--- src/rtl/pixel_probe_pkg.sv ---
// Shared types and register map for the pixel_probe video debug probe.
// Holds the FSM state codes, register indices and the CTRL arm bit position.
package pixel_probe_pkg;

    typedef enum logic [2:0] {
        ST_IDLE    = 3'd0,
        ST_ARMED   = 3'd1,
        ST_DELAY   = 3'd2,
        ST_CAPTURE = 3'd3,
        ST_DONE    = 3'd4
    } state_t;

    localparam logic [1:0] REG_CTRL   = 2'd0;
    localparam logic [1:0] REG_STATUS = 2'd1;
    localparam logic [1:0] REG_SUM    = 2'd2;

    localparam int CTRL_ARM_BIT = 31;

    function automatic logic is_busy(input state_t s);
        return (s == ST_ARMED) || (s == ST_DELAY) || (s == ST_CAPTURE);
    endfunction

endpackage

--- src/rtl/pixel_probe_buf.sv ---
// Capture buffer: DEPTH x DW simple dual-port RAM with one write port and one registered read port.
// Contents are not reset; the read data updates only when re is high.
module pixel_probe_buf
    import pixel_probe_pkg::*;
#(
    parameter int DW      = 32,
    parameter int LGDEPTH = 4
) (
    input  logic               i_clk,
    input  logic               we,
    input  logic [LGDEPTH-1:0] waddr,
    input  logic [DW-1:0]      wdata,
    input  logic               re,
    input  logic [LGDEPTH-1:0] raddr,
    output logic [DW-1:0]      rdata
);

    logic [DW-1:0] mem [0:(2**LGDEPTH)-1];

    always_ff @(posedge i_clk) begin
        if (we) mem[waddr] <= wdata;
        if (re) rdata <= mem[raddr];
    end

endmodule

--- src/rtl/pixel_probe.sv ---
// Video debug probe: after i_sync skips a programmable number of valid pixels, then captures a burst
// into a Wishbone-readable buffer. Optional pixel sum at reg 2 when PIXEL_PROBE_SUM_EN is defined.
//
// state   | meaning
// IDLE    | not armed, buffer and count frozen
// ARMED   | waiting for i_sync
// DELAY   | counting down skipped valid pixels
// CAPTURE | writing valid pixels into the buffer
// DONE    | buffer full or cut short by i_sync; holds until next CTRL write
module pixel_probe
    import pixel_probe_pkg::*;
#(
    parameter int DW      = 32,
    parameter int LGDEPTH = 4,
    parameter int DLYW    = 24
) (
    input  logic               i_clk,
    input  logic               i_reset_n,
    input  logic               i_wb_cyc,
    input  logic               i_wb_stb,
    input  logic               i_wb_we,
    input  logic [LGDEPTH:0]   i_wb_addr,
    input  logic [31:0]        i_wb_data,
    output logic               o_wb_ack,
    output logic               o_wb_stall,
    output logic [31:0]        o_wb_data,
    input  logic               i_sync,
    input  logic               i_valid,
    input  logic [DW-1:0]      i_pixel
);

    localparam int DEPTH = 2**LGDEPTH;
    localparam logic [LGDEPTH:0] CNT_LAST = (LGDEPTH+1)'(DEPTH-1);
    localparam logic [DLYW-1:0]  DLY_ONE  = DLYW'(1);

    state_t            state, state_nxt;
    logic [DLYW-1:0]   delay_q, delay_nxt;
    logic [DLYW-1:0]   remain, remain_nxt;
    logic [LGDEPTH:0]  count, count_nxt;
    logic              cap_we;
    logic              arm_clr;
    logic              bus_req;
    logic              ctrl_wr;
    logic              rd_is_buf;
    logic [31:0]       reg_rdata;
    logic [31:0]       reg_rd;
    logic [31:0]       sum_rd;
    logic [DW-1:0]     buf_rdata;
    logic [31:0]       buf_word;
    logic [31:0]       pix_word;
    logic              unused_wdata;

    assign bus_req    = i_wb_cyc && i_wb_stb;
    assign ctrl_wr    = bus_req && i_wb_we && !i_wb_addr[LGDEPTH] && (i_wb_addr[1:0] == REG_CTRL);
    assign o_wb_stall = 1'b0;
    assign unused_wdata = ^i_wb_data;

    always_comb begin
        pix_word = '0;
        pix_word[DW-1:0] = i_pixel;
    end

    // A CTRL write always wins over a pixel event in the same cycle.
    always_comb begin
        state_nxt  = state;
        delay_nxt  = delay_q;
        remain_nxt = remain;
        count_nxt  = count;
        cap_we     = 1'b0;
        arm_clr    = 1'b0;
        if (ctrl_wr) begin
            if (i_wb_data[CTRL_ARM_BIT]) begin
                delay_nxt = i_wb_data[DLYW-1:0];
                count_nxt = '0;
                arm_clr   = 1'b1;
                state_nxt = ST_ARMED;
            end else begin
                state_nxt = ST_IDLE;
            end
        end else begin
            case (state)
                ST_ARMED: if (i_sync) begin
                    if (delay_q == '0) begin
                        state_nxt = ST_CAPTURE;
                        if (i_valid) begin
                            cap_we    = 1'b1;
                            count_nxt = count + 1'b1;
                        end
                    end else if (i_valid && delay_q == DLY_ONE) begin
                        state_nxt = ST_CAPTURE;
                    end else begin
                        state_nxt  = ST_DELAY;
                        remain_nxt = i_valid ? delay_q - 1'b1 : delay_q;
                    end
                end
                ST_DELAY: if (i_valid) begin
                    remain_nxt = remain - 1'b1;
                    if (remain == DLY_ONE) state_nxt = ST_CAPTURE;
                end
                ST_CAPTURE: begin
                    if (i_sync) begin
                        state_nxt = ST_DONE;
                    end else if (i_valid) begin
                        cap_we    = 1'b1;
                        count_nxt = count + 1'b1;
                        if (count == CNT_LAST) state_nxt = ST_DONE;
                    end
                end
                default: ;
            endcase
        end
    end

    always_ff @(posedge i_clk or negedge i_reset_n) begin
        if (!i_reset_n) begin
            state   <= ST_IDLE;
            delay_q <= '0;
            remain  <= '0;
            count   <= '0;
        end else begin
            state   <= state_nxt;
            delay_q <= delay_nxt;
            remain  <= remain_nxt;
            count   <= count_nxt;
        end
    end

`ifdef PIXEL_PROBE_SUM_EN
    logic [31:0] sum_q;

    always_ff @(posedge i_clk or negedge i_reset_n) begin
        if (!i_reset_n)  sum_q <= '0;
        else if (arm_clr) sum_q <= '0;
        else if (cap_we)  sum_q <= sum_q + pix_word;
    end

    assign sum_rd = sum_q;
`else
    assign sum_rd = '0;
`endif

    always_comb begin
        reg_rd = '0;
        case (i_wb_addr[1:0])
            REG_CTRL: begin
                reg_rd[DLYW-1:0]     = delay_q;
                reg_rd[CTRL_ARM_BIT] = is_busy(state);
            end
            REG_STATUS: begin
                reg_rd[2:0]           = state;
                reg_rd[8+LGDEPTH:8]   = count;
            end
            REG_SUM: reg_rd = sum_rd;
            default: reg_rd = '0;
        endcase
    end

    always_ff @(posedge i_clk or negedge i_reset_n) begin
        if (!i_reset_n) begin
            o_wb_ack  <= 1'b0;
            rd_is_buf <= 1'b0;
            reg_rdata <= '0;
        end else begin
            o_wb_ack <= bus_req;
            if (bus_req) begin
                rd_is_buf <= i_wb_addr[LGDEPTH];
                reg_rdata <= reg_rd;
            end
        end
    end

    pixel_probe_buf #(
        .DW      (DW),
        .LGDEPTH (LGDEPTH)
    ) u_buf (
        .i_clk (i_clk),
        .we    (cap_we),
        .waddr (count[LGDEPTH-1:0]),
        .wdata (i_pixel),
        .re    (bus_req && i_wb_addr[LGDEPTH]),
        .raddr (i_wb_addr[LGDEPTH-1:0]),
        .rdata (buf_rdata)
    );

    always_comb begin
        buf_word = '0;
        buf_word[DW-1:0] = buf_rdata;
    end

    assign o_wb_data = rd_is_buf ? buf_word : reg_rdata;

endmodule
--- config.mk ---
export PLATFORM = sky130hd
export DESIGN_NAME = pixel_probe
export DESIGN_NICKNAME = d
export VERILOG_FILES = /design/src/rtl/pixel_probe_pkg.sv /design/src/rtl/pixel_probe_buf.sv /design/src/rtl/pixel_probe.sv
export SDC_FILE = /design/constraint.sdc
export NUM_CORES = 1
export LEC_CHECK = 0
export ABC_CLOCK_PERIOD_IN_PS = 6300
export CORE_UTILIZATION = 40
export DETAILED_ROUTE_END_ITERATION = 10
export SYNTH_ARGS = -nofsm -noshare
export SYNTH_HDL_FRONTEND = slang
export SYNTH_SLANG_ARGS = --single-unit
--- constraint.sdc ---
create_clock -name i_clk -period 6.3 [get_ports i_clk]
set_input_delay 1.89 -clock i_clk [delete_from_list [all_inputs] [get_ports i_clk]]
set_output_delay 1.89 -clock i_clk [all_outputs]
set_load 0.01 [all_outputs]
# Word level (Yosys, flattened, before mapping)
# Memory sizes are Yosys's and may differ from the RTL's. A register that Yosys moved wholly into a read port is not among the register bits.
# Cells that the tools add are included.
[op_classes]
addsub = 3
eq_ne = 19
mux = 38
bitwise = 1
reduce_logical = 18
[ops]
columns = ["cell", "count"]
rows = [
  ["$mux W24", 5],
  ["$eq A24 B1 Y1 const B", 2],
  ["$pmux W24 S2", 1],
  ["$sub A24 B1 Y24 const B", 2],
  ["$mux W5", 7],
  ["$mux W32", 1],
  ["$logic_not A24 Y1", 1],
  ["$mux W3", 7],
  ["$pmux W5 S2", 2],
  ["$ne A3 B3 Y1 const B", 5],
  ["$reduce_and A6 Y1", 2],
  ["$mux W1", 11],
  ["$mux W11", 1],
  ["$ne A2 B2 Y1 const B", 5],
  ["$pmux W3 S3", 1],
  ["$ne A4 B4 Y1 const B", 2],
  ["$eq A3 B2 Y1 const B", 2],
  ["$logic_and A1 B1 Y1", 6],
  ["$pmux W3 S2", 1],
  ["$add A5 B1 Y5 const B", 1],
  ["$eq A5 B4 Y1 const B", 1],
  ["$reduce_and A5 Y1", 1],
  ["$reduce_bool A4 Y1", 1],
  ["$eq A3 B1 Y1 const B", 1],
  ["other kinds (9)", 10],
]
[word_totals]
ff_bits = 83
ram_bits = 512
output_inout_bits = 34
n_memories = 1
[memory_table]
columns = ["memory", "words", "width", "rd", "rd_ports_with_merged_regs", "write_ports", "line", "source"]
rows = [
  ["u_buf.mem", 16, 32, 1, 1, 1, "pixel_probe_buf.sv:18", "logic [DW-1:0] mem [0:(2**LGDEPTH)-1];"],
]

# Longest topological paths before layout
# Gate-level depths: netlist (run 1).
[logic_depth]
ltp_word = 7
depth_mapped = 10
depth_no_buf = 9

# By module
# From an unflattened synthesis (run 1), not the netlist that was laid out.
[hier_totals]
cells_unflattened = 1324
hier_area_um2 = 24974.0
[by_module_without_submodules]
columns = ["module", "instances", "cells_per_inst", "area_per_inst_um2"]
rows = [
  ["pixel_probe_buf", 1, 838, 20155.6],
  ["pixel_probe", 1, 486, 4818.4],
]

# Least setup slack after synthesis (run 1)
# No wires, ideal clock.
[synth_path]
path_type = "input -> register"
start = "input port i_wb_stb"
end = "memory u_buf.mem[11][0] (enable)"
setup_time_ps = 392
arrival_ps = 3710
required_ps = 5908
slack_ps = 2198
stages = 7
cell_sequence = "nor4bb_1 -> clkbuf_1 -> nand3b_1 -> nand3_1 -> a21oi_1 -> buf_2 -> and3_1"
[synth_between]
elab_chain_cells = 7
[synth_rtl]
columns = ["item", "line", "source"]
rows = [
  ["start, declared", "pixel_probe.sv:20", "input logic i_wb_stb,"],
  ["$logic_and A1 B1 Y1", "pixel_probe.sv:53", "assign bus_req = i_wb_cyc && i_wb_stb;"],
  ["$logic_and A1 B1 Y1 (3 in series)", "pixel_probe.sv:54", "assign ctrl_wr = bus_req && i_wb_we && !i_wb_addr[LGDEPTH] && (i_wb_addr[1:0] == REG_CTRL);"],
  ["$mux W1", "pixel_probe.sv:71", "if (ctrl_wr) begin"],
  ["$mux W1", "pixel_probe_buf.sv:21", "if (we) mem[waddr] <= wdata;"],
  ["$mux W1 (implied by the code)", "pixel_probe_buf.sv:21", ""],
  ["end, declared", "pixel_probe_buf.sv:18", ""],
]
# Every way passes these cells.

# Worst setup path in the final report (run 1)
[layout_path]
start = "register rd_is_buf"
end = "output port o_wb_data[5]"
[layout_between]
elab_chain_cells = 1
[layout_rtl]
columns = ["item", "line", "source"]
rows = [
  ["start, declared", "pixel_probe.sv:44", "logic rd_is_buf;"],
  ["start signal, assigned", "pixel_probe.sv:166", "rd_is_buf <= i_wb_addr[LGDEPTH];"],
  ["$mux W32", "pixel_probe.sv:190", "assign o_wb_data = rd_is_buf ? buf_word : reg_rdata;"],
  ["end, declared", "pixel_probe.sv:26", "output logic [31:0] o_wb_data,"],
]
# Every way passes these cells.

==> results of run 1 <==
-- worst reg2reg max path, delay by kind of cell, from the launching register on --
| kind | cells | cell delay, ns |
|---|---|---|
| and+or+nand+nor | 4 | 1.91 |
| AOI/OAI and AO/OA | 1 | 0.72 |
| DFF | 1 | 0.50 |
| buffers and inverters | 1 | 0.26 |
-- logic make-up (layout without fill, tap and decap cells) --
group	count (synthesis)	in the layout	synth area share
muxes	220	220	0.170
AOI/OAI and AO/OA	117	117	0.0297
and+or+nand+nor	181	181	0.0396
buffers and inverters	82	256	0.0135
DFF	627	627	0.734
other	1	2	0.000150
xor gates and xnor gates	22	22	0.00768
adders and majority gates	10	10	0.00499
-- how the worst min path moves through the flow --
stage                   end  slack, ns         start
2_1_floorplan  reg_rdata[0]       0.45  reg_rdata[0]
3_3_place_gp   reg_rdata[2]       0.46  reg_rdata[2]
3_5_place_dp   reg_rdata[8]       0.47  reg_rdata[8]
4_1_cts        reg_rdata[8]       0.49  reg_rdata[8]
5_1_grt          remain[12]       0.52    remain[12]
6_report       reg_rdata[8]       0.48  reg_rdata[8]
-- registers in the layout (all words and copies together), names as in the netlist --
register and flops:
remain 24, o_wb_ack 1, u_buf.rdata 32, reg_rdata 25
state 3, delay_q 24, rd_is_buf 1, u_buf.mem 512
count 5
-- layout make-up --
cell class	count	area [um^2]	area share
Antenna cell	1	2.50	0.0000854
Clock buffer	69	1560	0.0531
Clock inverter	46	454	0.0155
Inverter	11	41.3	0.00141
Multi-Input combinational cell	551	6370	0.217
Sequential cell	627	18400	0.628
Tap cell	837	1050	0.0357
Timing Repair Buffer	130	1420	0.0485
-- routing by layer --
| layer | vias up | global-route usage | share of wire |
|---|---|---|---|
| li1 | 5399 | - | - |
| met1 | 6579 | 0.258 | 0.45 |
| met2 | 345 | 0.289 | 0.48 |
| met3 | 79 | 0.0320 | 0.053 |
| met4 | 8 | 0.0440 | 0.018 |
| met5 | - | 0 | 0.00073 |
-- stage by stage --
step           utilization  hold WS [ns]
5_1_grt              0.474         0.519
3_5_place_dp         0.441         0.471
4_1_cts              0.474         0.486
2_1_floorplan            -         0.446
6_report             0.474         0.483
3_3_place_gp         0.441         0.460
-- power by group --
group	internal (uW)	switching, uW	total, uW
Sequential	4680	179	4860
Combinational	451	562	1010
Clock	2110	1560	3670
Total	7240	2300	9540
-- cell usage in the layout, fill, tap and decap left out, drive strengths merged, types with 4 or more instances in the layout --
master / count
inv: 15
mux4: 160
a21oi: 29
clkinvlp: 7
and3: 20
buf: 34
mux2: 49
and2: 10
nor4: 9
nor2: 23
or4: 6
nor2b: 5
dfrtp: 83
or2: 6
nand2: 47
o211ai: 4
o21ai: 41
bufinv: 8
mux2i: 11
or3: 10
o22ai: 6
xnor2: 9
edfxtp: 544
nor3: 17
clkinv: 27
nand2b: 4
a22o: 21
clkbuf: 69
ha: 10
nand4: 5
clkdlybuf4s50: 96
xor2: 13
nand3: 10
==> metrics.txt, run 1 <==
CTS max path bufs 3; Worst R2R Start delay_q[5]; DR pass1 iterations 7; Vias 12,400; Worst Slack Setup Final 1.80 ns; Seq/Total Area, Yosys 0.734; Crit path depth 3; Die Ht between 200 and 300 um; # Post-CTS Setup Buffers 0; CTS resizes 0; Remaining DRCs 0; CTS Hold Bufs 0; Post-synth EDFFs 544; FILL cells 5,111; CTS tree done; flop2flop setup slack 2.60 ns; gr usage total 0.181; CP Launch Type flop; initial antenna violation count 6; Placed Cells between 2,000 and 2,500; Via-to-Cell Ratio 5.46; drt total wl 56.3 mm; syn_area_per_cell ~20 um^2; maximum vdd drop around 0.00022 V; # port buffers 101; Max Fclk 222 MHz; GR Overflow Total 0; Tcrit/Tclk final 0.714; row count roughly 90; Final Hold Viols 0; Crit. Startpoint rd_is_buf; global-route wire length before repair roughly 84 mm; Seq cells post-synth 627; Yosys cell types 62; CP endpoint kind output port; Post-Layout Inst Area 0.0293 mm^2; crit-path cells buf_4 -> mux2_2 -> clkdlybuf4s50_1; status finished, final reports clean; vias in the first global route 13,000; Worst Hold Class reg -> reg; ys flop type edfxtp_1; final setup vio count 0; CP max stage cell dfrtp_1; Worst Hold Depth 2; placed cell area around 0.027 mm^2; crit-path max FO 26; Clock Skew 0.0195 ns; Pwr Density roughly 330 mW/mm^2; Reg clk slew, reported paths 0.06 ns; CP delay by family, top buffers and inverters; yosys warns 0; Worst Path Arrival 2.61 ns; Slew headroom 0.206; die footprint 0.0637 mm^2; largest net degree at the start of global routing 62; Synth async-reset ratio 0.132; RR Endpoint u_buf.mem[1][6]; GPL Wtd Cong 0.815; share of cells above drive strength 1 0.255; synthesis-to-finish area growth 16.9%; fin cells 2,272; clk sinks ~630; cell leakage power 0.00970 uW; WP buf/inv 2; ANT nets after route 0; WL/cell 24.8 um; Final Power between 9000 and 10,000 uW; htree depth 2; DP HPWL 31.7 mm; dpl ws 1.23 ns; post-synth top area cell edfxtp_1; count leader, synth edfxtp_1; Skew-Pair Late Insertion Delay 0.63 ns; fin nets 1,468; Synth Net Count roughly 1,300; Min Clock Period, post-route ~4.5 ns; Fin Setup TNS 0 ns; Post-synth top cells edfxtp_1, mux4_2, dfrtp_1; crit path kind reg -> out; post-synthesis instance area 0.0251 mm^2; Core Box Area 0.0618 mm^2; IO Pins 110; Gate Count Post-Synth ~1,300; Die X ~250 um; Initial DRC Count 1,184; Synth area leaders edfxtp_1, mux4_2, dfrtp_1, mux2_2, a22o_1; area share of the largest cell type after synthesis 0.651; Slew @ Worst Pin about 1.2 ns; CP required 4.41 ns; Slew Limit Fails 0; Initial Util 0.406; crit path capture o_wb_data[5]; max-cap viol count 0; CTS root buf clkbuf_16; RSZ-0062 raised after global routing false; number of CTS-inserted buffers 61; FF-to-FF path depth 6; biggest cell delay along the critical path about 0.58 ns
No activity file was read; power rests on OpenSTA's default activity.
==> run 2, diff against run 1 <==
ABC_CLOCK_PERIOD_IN_PS = 4400   (was 6300)
clock period = 4.4 ns   (was 6.3 ns; I/O delays follow)
==> run 2 against run 1 <==
Against the previous run:
- sequential share of layout area down 1.2 points
- final area grew 1.9%
- flip-flop and latch count unchanged
- hold slack barely moved
- sequential power is 43% higher
- total power grew 46%
- clock-buffer cell count grew 12
- clock skew increased by 0.012 ns
- register-to-register slack got worse by 1.2 ns
- critical path depth is the same
==> metrics.txt, run 2 (synthesis results as in run 1) <==
Post-Layout Inst Area 0.0299 mm^2 (+1.9%); worst hold start reg_rdata[12]; WL/cell 24.5 um (-1.1%); cell leakage power 0.00998 uW (+2.9%); biggest cell delay along the critical path 0.67 ns (+0.09 ns); Final Hold Viols 0 (unchanged); CP endpoint kind output port; max reg flops 512 (unchanged); share of cells above drive strength 1 0.271 (+0.0166); initial antenna violation count 6 (unchanged); Initial DRC Count 1,131 (-4.5%); Slew headroom 0.268 (+0.0628); drt total wl 56.5 mm (+0.39%); Crit. Startpoint rd_is_buf; Die Ht 252 um (unchanged); met2 Track Usage GR 0.281 (-0.00819); # Post-CTS Setup Buffers 0 (unchanged); maximum vdd drop 0.000246 V (+11%); # port buffers 101 (unchanged); IO Pins 110 (unchanged); Slew @ Worst Pin 1.10 ns (-0.0942 ns); Worst Path Arrival 2.64 ns (+0.03 ns); CTS tree done; ANT nets after route 0 (unchanged); Worst R2R Start delay_q[5]; WHS 0.483 ns (-0.0000250 ns); final setup vio count 0 (unchanged); most frequent cells in the layout edfxtp_1, mux4_2, clkdlybuf4s50_1, dfrtp_1, clkbuf_16; crit-path cells buf_4 -> mux2_2 -> clkdlybuf4s50_1; CTS resizes 0 (unchanged); synthesis-to-finish area growth 19.1%; busiest grt layer met2; crit-path max FO 22 (-15%); Tcrit/Tclk final 0.901; Max Fclk 252 MHz; biggest regs u_buf.mem (512), u_buf.rdata (32), reg_rdata (25); Remaining DRCs 0 (unchanged); Min Clock Period, post-route 3.96 ns; largest net degree at the start of global routing 69 (+11%); M3 GR Usage 0.0393 (+0.00731); CP required 3.08 ns (-1.33 ns); global-route wire length before repair 84.4 mm (about the same); met1 usage 0.262 (+0.00404); Die X 252 um (unchanged); number of CTS-inserted buffers 67 (+9.8%); GPL Wtd Cong 0.846 (+3.9%); RSZ-0062 raised after global routing false; vias in the first global route 12,900 (-0.27%); Worst Slack Setup Final 0.436 ns (-1.37 ns); CTS max path bufs 3 (unchanged); Pwr Density 467 mW/mm^2 (+43%); Fin Setup TNS 0 ns (unchanged); Final Power 13,900 uW (+46%); DP HPWL 34.9 mm (+10%); crit path kind reg -> out; Via-to-Cell Ratio 5.48 (+0.34%); Worst Hold Class reg -> reg; gr usage total 0.182 (+0.00141); DR pass1 iterations 5 (-2); CTS Hold Bufs 0 (unchanged); Most flops, register u_buf.mem; max-cap viol count 0 (unchanged); die footprint 0.0637 mm^2 (unchanged); CP max stage cell dfrtp_1; CTS root buf clkbuf_16; Clock Skew 0.0315 ns (+0.0120 ns); commonest non-fill, non-tap cell in the layout edfxtp_1; Core Box Area 0.0618 mm^2 (unchanged); Reg clk slew, reported paths 0.05 ns (about the same); row count 91 (unchanged); FILL cells 5,059 (-1.0%); status finished, final reports clean; clk sinks 627 (unchanged); fin nets 1,501 (+2.2%); htree depth 3 (+1); Vias 12,600 (+1.9%); dpl ws 0.699 ns (-0.534 ns); Skew-Pair Late Insertion Delay 0.60 ns (-0.03 ns); CP Launch Type flop; Initial Util 0.406 (unchanged); placed cell area 0.0277 mm^2 (+1.6%); Slew Limit Fails 0 (unchanged); GR Overflow Total 0 (unchanged)
## run 2: changes by cell type in the layout (fill, tap and decap cells not counted), sizes merged
cell | previous run | this run
buf | 34 | 61
clkbuf | 69 | 81
clkinvlp | 7 | 3
bufinv | 8 | 5
clkinv | 27 | 28
diode | 1 | 2
inv | 15 | 16
## run 2: report_power, final
group	leakage [uW]	switching, uW	internal (uW)	total, uW
sequential	0.00598	255	6700	6960
clock	0.00105	2290	3200	5490
combinational	0.00296	833	673	1510
total	0.00998	3380	10600	13900
## run 2: stage by stage
stage,utilization,std cells
floorplan,-,1260
global placement,0.448,2183
detailed placement,0.448,2183
CTS,0.483,2305
global route,0.483,2305
finish,0.483,2307
## run 2: area by class of cell
| type | instances | area [um^2] | area share |
|---|---|---|---|
| tap | 837 | 1050 | 0.0351 |
| inverter | 11 | 41.3 | 0.00138 |
| sequential | 627 | 18400 | 0.617 |
| clock buffer | 81 | 1780 | 0.0597 |
| multi-input combinational | 551 | 6370 | 0.213 |
| clock inverter | 41 | 362 | 0.0121 |
| antenna | 2 | 5.00 | 0.000168 |
| timing repair buffer | 157 | 1850 | 0.0620 |
## run 2: path summary, 6_finish.rpt
check                      cells past startpoint           endpoint  slack (ns)
max                                            3      o_wb_data[11]        0.44
min                                            2      reg_rdata[12]        0.48
max reg2reg                                    7  u_buf.mem[12][24]        1.38
min reg2reg                                    2      reg_rdata[12]        0.48
max in group asynchronous                      2        delay_q[15]        3.07
min in group asynchronous                      1         delay_q[0]        0.50
## run 2: critical path: cells and delay by family, from the launching register on
kind	cells	cell delay, ns
buf+inv	2	0.96
flops	1	0.67
mux	1	0.41
## run 2: per-layer routing
| metal | wire length, um | up-vias |
|---|---|---|
| met1 | 25500 | 6715 |
| met4 | 1050 | 12 |
| met3 | 3320 | 92 |
| met5 | 77 | - |
| met2 | 26500 | 348 |
| li1 | - | 5477 |
